**config.mk**
```make
export PLATFORM = sky130hd
export DESIGN_NAME = psum_accum
export DESIGN_NICKNAME = d
export VERILOG_FILES = /design/src/rtl/psum_accum.sv
export SDC_FILE = /design/constraint.sdc
export NUM_CORES = 1
export LEC_CHECK = 0
export ABC_AREA = 1
export CAP_MARGIN = 5
export CORE_MARGIN = 3
export CORE_UTILIZATION = 55
export DETAILED_ROUTE_END_ITERATION = 16
export GPL_TIMING_DRIVEN = 0
export PLACE_DENSITY_LB_ADDON = 0.12
export SLEW_MARGIN = 15
export SYNTH_ARGS = -nofsm -noshare
export SYNTH_HDL_FRONTEND = slang
export SYNTH_SLANG_ARGS = --single-unit
export TNS_END_PERCENT = 20
```
**constraint.sdc**
```tcl
create_clock -name i_clk -period 3.87 [get_ports i_clk]
set_clock_uncertainty 0.05 [all_clocks]
set_input_delay 0.5805 -clock i_clk [delete_from_list [all_inputs] [get_ports i_clk]]
set_output_delay 0.5805 -clock i_clk [all_outputs]
set_load 0.02 [all_outputs]
```
**src/rtl/psum_accum.sv**
```systemverilog
// Accumulates a programmed window of signed partial sums, rescales by an
// arithmetic right shift and hands one result downstream. Optional output saturation: PSUM_ACCUM_SAT_EN.
module psum_accum #(
    parameter int IWd   = 16,
    parameter int AccWd = 24,
    parameter int OWd   = 16,
    parameter int CntWd = 8
) (
    input  logic             i_clk,
    input  logic             i_rstn,
    input  logic             i_start,
    input  logic [CntWd-1:0] i_acc_len,
    input  logic [3:0]       i_shift,
    input  logic [IWd-1:0]   i_sum,
    input  logic             sum_rdy,
    output logic             sum_ack,
    input  logic             sum_zero,
    output logic [OWd-1:0]   o_psum,
    output logic             psum_rdy,
    input  logic             psum_ack,
    output logic             psum_zero,
    output logic             o_busy
);

    typedef enum logic [1:0] {
        S_IDLE,
        S_ACC,
        S_HOLD
    } state_t;

    state_t                  r_state;
    logic signed [AccWd-1:0] r_acc;
    logic [CntWd-1:0]        r_cnt;
    logic [CntWd-1:0]        r_len;
    logic [3:0]              r_shift;
    logic                    r_zacc;
    logic [OWd-1:0]          r_psum;
    logic                    r_psum_rdy;
    logic                    r_psum_zero;

    logic                    w_hs;
    logic                    w_last;
    logic                    w_zacc_next;
    logic signed [AccWd-1:0] w_term;
    logic signed [AccWd-1:0] w_acc_next;
    logic signed [AccWd-1:0] w_shifted;
    logic [OWd-1:0]          w_res;

    assign w_hs        = sum_rdy && (r_state == S_ACC);
    assign w_last      = (r_cnt == r_len);
    assign w_zacc_next = r_zacc & sum_zero;
    assign w_term      = sum_zero ? '0 : {{(AccWd-IWd){i_sum[IWd-1]}}, i_sum};
    assign w_acc_next  = r_acc + w_term;
    assign w_shifted   = w_acc_next >>> r_shift;

`ifdef PSUM_ACCUM_SAT_EN
    // Out of range whenever the bits above the output sign bit disagree with the accumulator sign.
    logic w_ovf;
    assign w_ovf = (w_shifted[AccWd-1:OWd-1] != {(AccWd-OWd+1){w_shifted[AccWd-1]}});

    always_comb begin
        w_res = w_shifted[OWd-1:0];
        if (w_ovf) begin
            w_res = w_shifted[AccWd-1] ? {1'b1, {(OWd-1){1'b0}}} : {1'b0, {(OWd-1){1'b1}}};
        end
    end
`else
    logic w_unused_hi;
    assign w_res       = w_shifted[OWd-1:0];
    assign w_unused_hi = ^w_shifted[AccWd-1:OWd];
`endif

    always_ff @(posedge i_clk or negedge i_rstn) begin
        if (!i_rstn) begin
            r_state     <= S_IDLE;
            r_acc       <= '0;
            r_cnt       <= '0;
            r_len       <= '0;
            r_shift     <= '0;
            r_zacc      <= 1'b1;
            r_psum      <= '0;
            r_psum_rdy  <= 1'b0;
            r_psum_zero <= 1'b1;
        end else begin
            case (r_state)
                S_IDLE: begin
                    if (i_start) begin
                        r_len   <= i_acc_len;
                        r_shift <= i_shift;
                        r_acc   <= '0;
                        r_cnt   <= '0;
                        r_zacc  <= 1'b1;
                        r_state <= S_ACC;
                    end
                end
                S_ACC: begin
                    if (w_hs) begin
                        r_acc  <= w_acc_next;
                        r_cnt  <= r_cnt + 1'b1;
                        r_zacc <= w_zacc_next;
                        if (w_last) begin
                            r_psum      <= w_res;
                            r_psum_zero <= w_zacc_next;
                            r_psum_rdy  <= 1'b1;
                            r_state     <= S_HOLD;
                        end
                    end
                end
                S_HOLD: begin
                    if (psum_ack) begin
                        r_psum_rdy <= 1'b0;
                        if (i_start) begin
                            r_len   <= i_acc_len;
                            r_shift <= i_shift;
                            r_acc   <= '0;
                            r_cnt   <= '0;
                            r_zacc  <= 1'b1;
                            r_state <= S_ACC;
                        end else begin
                            r_state <= S_IDLE;
                        end
                    end
                end
                default: r_state <= S_IDLE;
            endcase
        end
    end

    assign sum_ack   = w_hs;
    assign o_psum    = r_psum;
    assign psum_rdy  = r_psum_rdy;
    assign psum_zero = r_psum_zero;
    assign o_busy    = (r_state != S_IDLE);

endmodule

```
==> results.toml <==
[detailed_routing]
wl_per_cell_um = 15.4
drc = 0
drtIter0Drc = 455
vias = 5785
ant_nets = 0
routed_via_density = 5.46
dr.pass1.iters = 5
wl_mm = 16.3

[cts]
cts_tree = "yes"
cts_root_buf = "clkbuf_8"
numClockSinks = 65
cts_buffers = 9
htreeDepth = 3
clk_latency_ns = 0.36
cts.clk_slew.worst_paths_ns = 0.08
clock_path_buffers = 2

[layout]
final_nets = 973
final_util = 0.662
area_delta_synth_final_pct = 16.0
layout-drive-gt1-share = 0.133
fillers = 916
antennaDiodeCount = 0

[timing]
finalCritPeriodShare = 0.896
rsz0062_at_grt = "false"
max_freq_mhz = 288
finalSetupViolCount = 0
drv_slew = 0
finalSetupTns_ns = 0
hold_slack_ns = 0.437
finalHoldViolCount = 0
worst_pin_slew_ns = 0.766
period_minus_slack_ns = 3.47
slew_headroom = 0.489

[run]
drv_cap = 0

[critical_path]
r2r_start = "r_acc[0]"
rr_worst_depth = 16
cp-end-kind = "primary output"
timing.rr.end = "o_psum[10]"
r2r_slack_ns = 1.10
critPathKind = "in2out"
cp.required_ns = 3.24
cp-start-kind = "input pin"
arrival_ns = 2.84
path_max_fanout = 10

[synthesis]
ys_seq_area_frac = 0.289
yosysWarnings = 0
ys.flop_type = "dfrtp_1"
ys_types = 50
synthesis.area_um2 = 5640
yosysTopAreaCellShare = 0.280
synth_edf_count = 0
synth_commonest_cells = "287 x nand2_1, 116 x nand3_1, 94 x inv_1, 63 x dfrtp_1, 50 x nor2_1"
synthCells = 857
synthTopCellsByArea = "dfrtp_1 28%, nand2_1 19%, nand3_1 10%"
synth_top_area_cell = "dfrtp_1"
syn-mean-instance-area_um2 = 6.58
async_flop_share = 1.00
syn_nets = 909
ys_seq_elements = 65
synth_most_common_cell = "nand2_1"

[global_routing]
grt_pass1_vias = 5646
grt_util_all_layers = 0.298
grt_pass1_wl_mm = 27.0
antenna_found_initial = 0
grt_max_degree = 58
grt_remaining_overflow = 0

[hold_path]
min_to = "r_state[1]"
hp-class = "reg2reg"
hold_path.startpoint = "r_state[0]"
hold_path_depth = 1

[place]
io_buffers = 51
dp_hpwl_mm = 12.7
finalWeightedCongestion = 0.969

[die]
initial_core_util = 0.571
placement_rows = 36
dieArea_um2 = 11500
pin_count = 54
fp.dieH_um = 107
die_w_um = 107
core_region_area_um2 = 9860

[power]
p_per_area_nw_per_um2 = 737
leakage_uw = 0.00348
ir_drop_mv = 0.350
total_power_uw = 4810

[status]
status = "finished, final reports clean"
[per-stage QoR]
step / area (um2) / setup WS (ns) / cells
2_1_floorplan: 5640 / 1.10 / 857
3_3_place_gp: 6310 / -0.0599 / 1041
3_5_place_dp: 6340 / 0.459 / 1042
4_1_cts: 6540 / 0.463 / 1059
5_1_grt: 6540 / 0.359 / 1059
6_report: 6540 / 0.402 / 1059
[cell usage in the layout, fill, tap and decap left out, types with 3 or more instances in the layout]
cell type	count
clkbuf_8	9
ha_1	17
clkbuf_1	11
nor3_1	7
nand4_1	4
o21ai_0	36
nand3_2	18
xor2_1	5
buf_2	15
nand2_1	287
a21oi_1	26
a21oi_4	3
nand3_1	116
clkdlybuf4s50_1	50
nand2_4	11
inv_2	5
a41oi_1	3
a22o_1	4
a31oi_1	3
nor2_2	5
dfrtp_1	63
clkinv_1	5
nor2_1	50
nor2_4	3
or2_2	18
inv_1	94
a21boi_1	3
nand2_2	14
[worst max path at each step]
stage	from	end	slack, ns	cells past startpoint
finish	sum_rdy	sum_ack	0.40	5
CTS	sum_rdy	sum_ack	0.46	5
global route	sum_rdy	sum_ack	0.36	5
floorplan	sum_zero	o_psum[10]	1.10	20
detailed placement	i_sum[0]	o_psum[10]	0.46	19
global placement	i_rstn	r_cnt[5]	-0.06	1
[logic make-up (layout without fill, tap and decap cells)]
family / Yosys count / after routing / share of synthesized area
compound gates: 90 / 90 / 0.0995
xor+xnor: 7 / 7 / 0.0109
fa+ha+maj: 18 / 18 / 0.0413
buf+inv: 134 / 203 / 0.101
flops: 65 / 65 / 0.289
simple gates: 543 / 543 / 0.459
[timing repair]
item / CTS / global route
hold endpoints to repair: 4 / 0
hold buffers: 1 / 0
buffers inserted: 0 / 0
resized for setup: 0 / 0
[registers in the layout (all words and copies together) (netlist names)]
| register | count |
|---|---|
| psum_rdy | 1 |
| r_acc | 24 |
| r_len | 8 |
| r_cnt | 8 |
| r_state | 2 |
| o_psum | 16 |
| psum_zero | 1 |
| r_shift | 4 |
| r_zacc | 1 |
[report_power, final]
part           switching (uW)  internal [uW]
logic                    1990           1100
registers                 181            955
clock network             291            297
[worst max-delay path: stages]
cell             delay [ns]
clkdlybuf4s50_1        0.52
nand2_1                0.15
clkinv_1               0.23
clkbuf_1               0.62
clkdlybuf4s50_1        0.74
[area by class of cell]
cell class	count	area [um2]	area share
multi-input cells	658	3440	0.526
flip-flops and latches	65	1630	0.249
repair buffers	53	546	0.0835
inverters	106	408	0.0624
well taps	133	166	0.0255
plain buffers	28	159	0.0243
clock buffers	11	131	0.0201
clock inverters	5	56.3	0.00862
[layer usage]
metal,global-route usage,vias to the layer above,part of all wire
li1,-,2886,-
met1,0.383,2695,0.44
met2,0.517,170,0.48
met3,0.0397,34,0.052
met4,0.0941,0,0.022
met5,0,-,0
No activity file was read; power rests on OpenSTA's default activity.
